[src/rtl/gtz_pkg.sv]
// Shared types and helpers for the single-bin Goertzel tone detector.
// Holds the FSM state enum, the MAC op select, the default coefficient Q-format and a clamp helper.
package gtz_pkg;

   typedef enum logic [2:0] {
      ST_ACCUM,
      ST_MUL1,
      ST_MUL2,
      ST_MUL3,
      ST_MUL4,
      ST_DONE
   } gtz_state_e;

   typedef enum logic [1:0] {
      MAC_LOAD,
      MAC_ADD,
      MAC_SUB,
      MAC_PASS_SHIFT
   } mac_op_e;

   localparam int CW_DEFAULT = 16;
   localparam int CFRAC      = CW_DEFAULT - 2;

   // Clamp a signed value into the range of a two's-complement word of the given width.
   function automatic longint sat_signed(input longint value, input int width);
      longint hi;
      longint lo;
      hi = (longint'(1) <<< (width - 1)) - 1;
      lo = -hi - 1;
      if (value > hi) begin
         return hi;
      end else if (value < lo) begin
         return lo;
      end
      return value;
   endfunction

endpackage

[src/rtl/gtz_mac.sv]
// Shared signed SWxSW multiplier with a wide power accumulator and a scaled-product register.
// The raw shifted product is also exported combinationally for the resonator update.
module gtz_mac
   import gtz_pkg::*;
#(
   parameter int SW   = 32,
   parameter int FRAC = CFRAC
) (
   input  logic                   clk,
   input  logic                   rst,
   input  logic                   en_i,
   input  mac_op_e                op_i,
   input  logic signed [SW-1:0]   a_i,
   input  logic signed [SW-1:0]   b_i,
   output logic signed [SW+1:0]   prod_sh_o,
   output logic signed [SW-1:0]   t_o,
   output logic signed [2*SW+1:0] acc_d_o
);

   localparam int AW = 2 * SW + 2;

   logic signed [2*SW-1:0] prod;
   logic signed [AW-1:0]   prod_ext;
   logic signed [AW-1:0]   acc_q, acc_d;
   logic signed [SW-1:0]   t_q, t_d;

   assign prod      = a_i * b_i;
   assign prod_ext  = {{2{prod[2*SW-1]}}, prod};
   assign prod_sh_o = (SW+2)'(prod >>> FRAC);

   always_comb begin
      acc_d = acc_q;
      t_d   = t_q;
      if (en_i) begin
         case (op_i)
            MAC_LOAD:       acc_d = prod_ext;
            MAC_ADD:        acc_d = acc_q + prod_ext;
            MAC_SUB:        acc_d = acc_q - prod_ext;
            MAC_PASS_SHIFT: t_d   = SW'(prod >>> FRAC);
            default:        acc_d = acc_q;
         endcase
      end
   end

   always_ff @(posedge clk or posedge rst) begin
      if (rst) begin
         acc_q <= '0;
         t_q   <= '0;
      end else begin
         acc_q <= acc_d;
         t_q   <= t_d;
      end
   end

   assign t_o     = t_q;
   assign acc_d_o = acc_d;

endmodule

[src/rtl/goertzel_tone_detector.sv]
// Single-bin Goertzel analyser: runs the resonator over BLK_LEN samples, then emits bin power.
// Optional macro GTZ_SAT_EN: saturate the resonator state and report it on ovf (else wrap, ovf=0).
module goertzel_tone_detector
   import gtz_pkg::*;
#(
   parameter int DW      = 16,
   parameter int CW      = CFRAC + 2,
   parameter int SW      = 32,
   parameter int PW      = 32,
   parameter int BLK_LEN = 205,
   parameter int PSHIFT  = 16
) (
   input  logic          clk,
   input  logic          rst,
   input  logic          clr,
   input  logic [CW-1:0] coeff,
   input  logic [DW-1:0] in_data,
   input  logic          in_valid,
   output logic          in_ready,
   output logic [PW-1:0] out_power,
   output logic          out_valid,
   input  logic          out_ready,
   output logic          ovf
);

   localparam int CNTW = $clog2(BLK_LEN);
   localparam int AW   = 2 * SW + 2;
   localparam logic [CNTW-1:0] CNT_LAST = CNTW'(BLK_LEN - 1);

   gtz_state_e state_q, state_d;
   logic [CNTW-1:0]      cnt_q, cnt_d;
   logic signed [SW-1:0] s1_q, s1_d, s2_q, s2_d, s0;
   logic [CW-1:0]        c_q, c_d;
   logic [PW-1:0]        out_power_q, out_power_d;
   logic                 out_valid_q, out_valid_d;
   logic                 ovf_q, ovf_d, s0_ovf;

   logic                 mac_en;
   mac_op_e              mac_op;
   logic signed [SW-1:0] mac_a, mac_b, c_ext, t_val;
   logic signed [SW+1:0] prod_sh, x_ext, s2_ext;
   logic signed [AW-1:0] acc_d, pwr_sh;
   logic [PW-1:0]        pwr_clamped;

   assign c_ext  = {{(SW-CW){c_q[CW-1]}}, c_q};
   assign x_ext  = {{(SW+2-DW){in_data[DW-1]}}, in_data};
   assign s2_ext = {{2{s2_q[SW-1]}}, s2_q};

`ifdef GTZ_SAT_EN
   logic signed [SW+1:0] s0_wide;
   longint               s0_sat;
   assign s0_wide = x_ext + prod_sh - s2_ext;
   assign s0_sat  = sat_signed(longint'(s0_wide), SW);
   assign s0      = SW'(s0_sat);
   assign s0_ovf  = (s0_sat != longint'(s0_wide));
`else
   assign s0     = SW'(x_ext + prod_sh - s2_ext);
   assign s0_ovf = 1'b0;
`endif

   gtz_mac #(
      .SW   (SW),
      .FRAC (CW - 2)
   ) u_mac (
      .clk       (clk),
      .rst       (rst),
      .en_i      (mac_en),
      .op_i      (mac_op),
      .a_i       (mac_a),
      .b_i       (mac_b),
      .prod_sh_o (prod_sh),
      .t_o       (t_val),
      .acc_d_o   (acc_d)
   );

   // Rounding in the c*s1*s2 term can push a near-zero power slightly negative.
   assign pwr_sh = acc_d >>> PSHIFT;
   always_comb begin
      if (pwr_sh[AW-1]) begin
         pwr_clamped = '0;
      end else if (|pwr_sh[AW-2:PW]) begin
         pwr_clamped = '1;
      end else begin
         pwr_clamped = pwr_sh[PW-1:0];
      end
   end

   always_comb begin
      state_d     = state_q;
      cnt_d       = cnt_q;
      s1_d        = s1_q;
      s2_d        = s2_q;
      c_d         = c_q;
      out_power_d = out_power_q;
      out_valid_d = out_valid_q;
      ovf_d       = ovf_q;
      mac_en      = 1'b0;
      mac_op      = MAC_LOAD;
      mac_a       = c_ext;
      mac_b       = s1_q;
      in_ready    = (state_q == ST_ACCUM);

      case (state_q)
         ST_ACCUM: begin
            if (in_valid) begin
               s2_d  = s1_q;
               s1_d  = s0;
               cnt_d = cnt_q + CNTW'(1);
               ovf_d = ovf_q | s0_ovf;
               if (cnt_q == '0) begin
                  c_d = coeff;
               end
               if (cnt_q == CNT_LAST) begin
                  cnt_d   = '0;
                  state_d = ST_MUL1;
               end
            end
         end
         ST_MUL1: begin
            mac_en  = 1'b1;
            mac_op  = MAC_LOAD;
            mac_a   = s1_q;
            mac_b   = s1_q;
            state_d = ST_MUL2;
         end
         ST_MUL2: begin
            mac_en  = 1'b1;
            mac_op  = MAC_ADD;
            mac_a   = s2_q;
            mac_b   = s2_q;
            state_d = ST_MUL3;
         end
         ST_MUL3: begin
            mac_en  = 1'b1;
            mac_op  = MAC_PASS_SHIFT;
            mac_a   = c_ext;
            mac_b   = s1_q;
            state_d = ST_MUL4;
         end
         ST_MUL4: begin
            mac_en      = 1'b1;
            mac_op      = MAC_SUB;
            mac_a       = t_val;
            mac_b       = s2_q;
            out_power_d = pwr_clamped;
            out_valid_d = 1'b1;
            state_d     = ST_DONE;
         end
         ST_DONE: begin
            if (out_ready) begin
               out_valid_d = 1'b0;
               s1_d        = '0;
               s2_d        = '0;
               cnt_d       = '0;
               ovf_d       = 1'b0;
               state_d     = ST_ACCUM;
            end
         end
         default: state_d = ST_ACCUM;
      endcase

      if (clr) begin
         state_d     = ST_ACCUM;
         cnt_d       = '0;
         s1_d        = '0;
         s2_d        = '0;
         out_valid_d = 1'b0;
         ovf_d       = 1'b0;
         mac_en      = 1'b0;
      end
   end

   always_ff @(posedge clk or posedge rst) begin
      if (rst) begin
         state_q     <= ST_ACCUM;
         cnt_q       <= '0;
         s1_q        <= '0;
         s2_q        <= '0;
         c_q         <= '0;
         out_power_q <= '0;
         out_valid_q <= 1'b0;
         ovf_q       <= 1'b0;
      end else begin
         state_q     <= state_d;
         cnt_q       <= cnt_d;
         s1_q        <= s1_d;
         s2_q        <= s2_d;
         c_q         <= c_d;
         out_power_q <= out_power_d;
         out_valid_q <= out_valid_d;
         ovf_q       <= ovf_d;
      end
   end

   assign out_power = out_power_q;
   assign out_valid = out_valid_q;
   assign ovf       = ovf_q;

endmodule
[config.mk]
export PLATFORM = sky130hd
export DESIGN_NAME = goertzel_tone_detector
export DESIGN_NICKNAME = d
export VERILOG_FILES = /design/src/rtl/gtz_pkg.sv /design/src/rtl/gtz_mac.sv /design/src/rtl/goertzel_tone_detector.sv
export SDC_FILE = /design/constraint.sdc
export NUM_CORES = 2
export LEC_CHECK = 0
export BUFFER_PORTS_ARGS = -buffer_cell sky130_fd_sc_hd__buf_2
export CORE_MARGIN = 2
export CORE_UTILIZATION = 65
export DETAILED_ROUTE_END_ITERATION = 10
export MAX_ROUTING_LAYER = met4
export PLACE_DENSITY = 0.82
export SETUP_SLACK_MARGIN = 0.3
export SLEW_MARGIN = 20
export SYNTH_ARGS = -nofsm -noshare
export SYNTH_HDL_FRONTEND = slang
export SYNTH_SLANG_ARGS = --single-unit
[constraint.sdc]
create_clock -name clk -period 41.7 [get_ports clk]
set_input_delay 2.085 -clock clk [delete_from_list [all_inputs] [get_ports clk]]
set_output_delay 2.085 -clock clk [all_outputs]
set_load 0.01 [all_outputs]
Word level (Yosys, flattened, before mapping)
Cells that the tools add are included.
- flip-flop bits (word level): 223
- output and inout bits: 35
- logic and storage cells: 78
- add/sub/neg operators: 5
- multipliers: 1
- eq/ne operators: 12
- muxes and demuxes: 31
- reduce and logical (&&, ||, !) cells: 18
- operator list (kind ; number):
    2-to-1 mux 32 bit ; 8
    one-hot mux 66 bit (3 select lines) ; 1
    one-hot mux 32 bit (2 select lines) ; 2
    one-hot mux 32 bit (3 select lines) ; 1
    adder 66 x 64 -> 66 bit ; 1
    2-to-1 mux 66 bit ; 1
    subtractor 66 x 64 -> 66 bit ; 1
    multiplier 32 x 32 -> 64 bit ; 1
    adder 16 x 32 -> 32 bit ; 1
    2-to-1 mux 8 bit ; 4
    subtractor 32 bit ; 1
    one-hot mux 3 bit (6 select lines) ; 1
    OR reduction 18 bit ; 1
    one-hot mux 8 bit (2 select lines) ; 1
    2-to-1 mux 3 bit ; 4
    AND reduction 3 bit ; 3
    nonzero test 3 bit ; 3
    adder 8 x 1 -> 8 bit, second input constant ; 1
    == test 8 bit, second input constant ; 1
    logical NOT 8 bit ; 1
    AND reduction 2 bit ; 4
    == test 3 x 2 -> 1 bit, second input constant ; 2
    == test 3 bit, second input constant ; 2
    2-to-1 mux 1 bit ; 6
    other kinds (12) ; 15

Depth between registers and ports, before layout
- depth in word-level cells: 10
- depth in mapped cells: 55
- depth with buffers taken out: 48

By module
A second synthesis with hierarchy kept.
- cells, all modules: 6285
- area, all modules: 55607.1 um^2
- by module, submodules not included (module ; instances ; cells an instance ; area an instance (um^2)):
    gtz_mac ; 1 ; 5232 ; 46676.0
    goertzel_tone_detector ; 1 ; 1053 ; 8931.1

Least setup slack after synthesis
Ideal clock, no wire load.
- path type: register to register
- start point: reg state_q[1]
- end point: reg out_power_q[10] (netlist: out_power[10])
- setup time: 0.132 ns
- arrival time: 14.016 ns
- required time: 41.568 ns
- setup slack: 27.552 ns
- stages on the path, launching flop included: 51
- path buffers: 8
- period minus slack after synthesis: 14.148 ns
- path through: dfrtp_1 -> buf_2 -> nor2b_1 -> o21ba_1 -> buf_2 -> buf_1 -> buf_1 -> mux2i_1 -> clkbuf_1 -> nor2_1 -> fa_1 -> inv_1 -> fa_1 -> fa_1 -> inv_1 -> fa_1 -> inv_1 -> fa_1 -> (+15 left out) -> and4_1 -> a21oi_1 -> xor2_1 -> ha_1 -> and2_1 -> clkbuf_1 -> a21oi_1 -> o21a_1 -> a21boi_0 -> nand2b_1 -> a21oi_1 -> a32o_1 -> a211o_1 -> nor4_1 -> nand4b_1 -> nor4_4 -> buf_6 -> a211oi_2
- cells in the longest elaborated chain, start to end: 10
- elaborated cells on any way between the ends: 22
- classes of those cells: 2 x add/sub; 1 x mul; 6 x eq/ne; 9 x mux; 4 x reduce/logical
- ends and longest elaborated chain (item ; line ; source):
    start, declared ; goertzel_tone_detector.sv:30 ; gtz_state_e state_q, state_d;
    start signal, assigned ; goertzel_tone_detector.sv:184 ; state_q <= state_d;
    == test 3 bit / == test 3 x 2 -> 1 bit (equally long branches) ; goertzel_tone_detector.sv:103 ; case (state_q)
    OR reduction 2 bit (no line) ; -- ;
    2-to-1 mux 32 bit ; goertzel_tone_detector.sv:103 ;
    multiplier 32 x 32 -> 64 bit ; gtz_mac.sv:27 ; assign prod = a_i * b_i;
    subtractor 66 x 64 -> 66 bit / adder 66 x 64 -> 66 bit (equally long branches) ; gtz_mac.sv:38, gtz_mac.sv:37 ;
    one-hot mux 66 bit (3 select lines) ; gtz_mac.sv:35 ; case (op_i)
    2-to-1 mux 66 bit (*) ; gtz_mac.sv:34 ; if (en_i) begin
    named net acc_d[61] ; goertzel_tone_detector.sv:42 ; logic signed [AW-1:0] acc_d, pwr_sh;
    OR reduction 18 bit (*) ; goertzel_tone_detector.sv:81 ; end else if (|pwr_sh[AW-2:PW]) begin
    2-to-1 mux 32 bit (*) ; goertzel_tone_detector.sv:81 ;
    2-to-1 mux 32 bit (*) ; goertzel_tone_detector.sv:79 ; if (pwr_sh[AW-1]) begin
    end signal, assigned ; goertzel_tone_detector.sv:189 ; out_power_q <= out_power_d;
    end, declared ; goertzel_tone_detector.sv:34 ; logic [PW-1:0] out_power_q, out_power_d;
Mark *: on every way through the listed nets, which the timed path passes. The rest lies on a longest branch.
A chain may end at the register's enable or synchronous reset.

Final worst setup path
- start point: reg state_q[2]
- end point: reg out_power_q[23] (netlist: out_power[23])
- cells in the longest elaborated chain, start to end: 10
- elaborated cells on any way between the ends: 22
- classes of those cells: 2 x add/sub; 1 x mul; 6 x eq/ne; 9 x mux; 4 x reduce/logical
- ends and longest elaborated chain (item ; line):
    == test 3 bit / == test 3 x 2 -> 1 bit (equally long branches) ; goertzel_tone_detector.sv:103
    OR reduction 2 bit (no line) ; --
    2-to-1 mux 32 bit ; goertzel_tone_detector.sv:103
    multiplier 32 x 32 -> 64 bit ; gtz_mac.sv:27
    subtractor 66 x 64 -> 66 bit / adder 66 x 64 -> 66 bit (equally long branches) ; gtz_mac.sv:38, gtz_mac.sv:37
    one-hot mux 66 bit (3 select lines) ; gtz_mac.sv:35
    2-to-1 mux 66 bit ; gtz_mac.sv:34
    OR reduction 18 bit ; goertzel_tone_detector.sv:81
    2-to-1 mux 32 bit ; goertzel_tone_detector.sv:81
    2-to-1 mux 32 bit ; goertzel_tone_detector.sv:79
Several ways; a longest one is shown, not always the timed one.

==> out/results.ini <==
[outcome]
status = complete, no violations

[final_layout]
design_area_um2 = 57600
drive_above_1_share_pct = 6.35
final_cell_mix = inv_1, fa_1, nand2_1
instances_no_fill = 7407
area_growth_pct = 4.19
layout_commonest_cell = inv_1
num-nets-final = 7694

[critical_path]
arrival_ps = 16380
slowest_delay_ps = 730
critical_path.reg2reg.endpoint = out_power[23]
cp-end-kind = flop
timing.rr.start = state_q[2]
reg2reg_slack_ps = 25730
cp_max_fo = 41
crit_slowest_cell = a221oi_1
r2r_cells = 46
cp_common_cell = fa_1
cp-start-kind = flop
crit_type = reg -> reg
cp.required_ps = 42110

[synthesis]
synth_nets = 7831
avgSynthCellArea_um2 = 8.64
synthCells = 6392
yosys_warnings = 0
synth-main-ff-cell = dfrtp_1
synth_area_um2 = 55200
async_flop_share_pct = 100
synth_edf_count = 0
yosysUniqueCellTypes = 108
ys_seq_elements = 222
ys_seq_area_share_pct = 10.1

[sta]
period_needed_ps = 15970
fin_worst_skew_ps = 42.5
hold_slack_ps = 486
hold_viol_final = 0
tightest_slew_ps = 1180
setup_viol = 0
rsz0062_at_grt = no
fmax_ghz = 0.0626
slew_violations = 0
slew-limit-headroom_pct = 19.6
finalCritPeriodShare_pct = 38.3
finalSetupTns_ps = 0

[clocking]
cts-resized-gates = 0
postCtsSetupBuffers = 0
cts_tree = yes
clkSlewWorstSetupHoldPaths_ps = 70
clock-sinks = 222
numCtsBuffers = 24
clock_latency_ps = 590
h-tree-depth = 1
cts_hold_buf = 0
clockBufferDepth = 3
root_buffer = clkbuf_16

[route]
vias = 46670
drtAntennaViolNets = 0
wire_per_inst_um = 23.7
first_pass_iters = 8
drc = 0
via_per_inst = 6.30
drt_iter0_markers = 5441
wl_um = 176000

[floorplanning]
die_area_um2 = 87300
die_w_um = 296
core-area_um2 = 84000
rows = 106
start_util_pct = 65.8
ios = 72
dieHeight_um = 296

[placement]
numPortBuffers = 70
placed_cells = 7361
dp_hpwl_um = 142000
place_area_um2 = 56700
place.gp.congestion = 1.06

[global_route]
grt_start_max_net_pins = 97
antenna_found_initial = 1
grt_pass1_wl_um = 276000
gr-total-overflow = 0
grt_pass1_vias = 47857
track_usage_pct = 42.9

[run]
cap_viol_max_count = 0

[worst_hold_path]
hp-start = u_mac.t_o[15]
worstHoldEndpoint = u_mac.t_o[15]
holdPathStages = 2
min_path_type = reg -> reg

[layout make-up]
cell class | instances | area (um2)
multi-input combinational | 4716 | 44400
antenna | 1 | 2.50
fill | 6638 | 26400
sequential | 222 | 5560
clock buffer | 28 | 646
clock inverter | 15 | 219
tap | 1134 | 1420
inverter | 1124 | 4230
timing repair buffer | 167 | 1090
[critical path, delay by kind of cell, from the launching register on]
family	cells	cell delay [ps]
AOI/OAI and AO/OA	19	5260
and+or+nand+nor	8	2140
DFF	1	650
xor gates and xnor gates	1	230
buffers and inverters	7	1690
adders and majority gates	10	5040
muxes	1	670
[cells by family after synthesis]
| group | share of synthesized area [%] |
|---|---|
| buffers and inverters | 10.0 |
| multiplexers | 1.96 |
| other | 0.00679 |
| adder cells (fa/ha/maj) | 46.9 |
| AND/OR/NAND/NOR | 15.4 |
| flip-flops | 10.1 |
| AO/OA/AOI/OAI | 12.7 |
| XOR/XNOR | 2.93 |
[metal layers]
| layer | routed length (um) | GRT usage, % | up-vias |
|---|---|---|---|
| met5 | 0 | - | - |
| met4 | 10100 | 19.2 | 0 |
| met3 | 23700 | 12.1 | 583 |
| met2 | 75600 | 61.6 | 3091 |
| met1 | 66400 | 57.1 | 23107 |
| li1 | - | - | 19889 |
[Yosys cell counts (24+ instances only)]
master / number / area, um2
a22oi_1: 32 / 240
a21oi_1: 243 / 1220
mux2i_1: 42 / 420
nand3_1: 50 / 250
a31oi_1: 35 / 219
ha_1: 288 / 3600
xnor2_1: 121 / 1060
nor2_1: 794 / 2980
clkbuf_1: 260 / 976
nand2_1: 819 / 3070
fa_1: 1114 / 22300
o21ai_1: 25 / 125
a211oi_2: 31 / 388
buf_2: 26 / 130
inv_1: 1122 / 4210
nand4_1: 38 / 238
nand2b_1: 45 / 282
mux2_2: 56 / 631
nor3_1: 58 / 290
o21bai_1: 24 / 180
a21o_1: 98 / 736
o21a_1: 30 / 225
dfrtp_1: 222 / 5560
xor2_1: 64 / 561
o21ai_0: 207 / 1040
and3_1: 34 / 213
and2_1: 40 / 250
a221oi_1: 41 / 359
a211oi_1: 45 / 338
o22ai_1: 25 / 156
buf_1: 32 / 120
[sequential cells by signal, summed over array words and instances, names as in the netlist]
signal       count
s2_q            32
u_mac.t_o       32
out_power       32
c_q             16
cnt_q            8
out_valid        1
state_q          3
u_mac.acc_q     66
s1_q            32
[per-stage QoR]
step / setup WS, ps / utilization, %
5_1_grt: 24840 / 68.6
3_5_place_dp: 25770 / 67.5
4_1_cts: 25670 / 68.5
2_1_floorplan: 27550 / -
3_3_place_gp: 26160 / 67.5
6_report: 25730 / 68.6
[worst max-delay path by stage]
stage               startpoint             to  slack [ps]  cells past startpoint
finish              state_q[2]  out_power[23]       25730                     46
global route        state_q[2]  out_power[23]       24840                     45
CTS                 state_q[2]  out_power[23]       25670                     45
detailed placement  state_q[2]  out_power[30]       25770                     45
global placement    state_q[2]  out_power[23]       26160                     45
floorplan           state_q[1]  out_power[10]       27550                     50
Power is left out: the tool's default activity adds up to more than one toggle a clock period on the data nets, which glitch-free logic cannot reach.
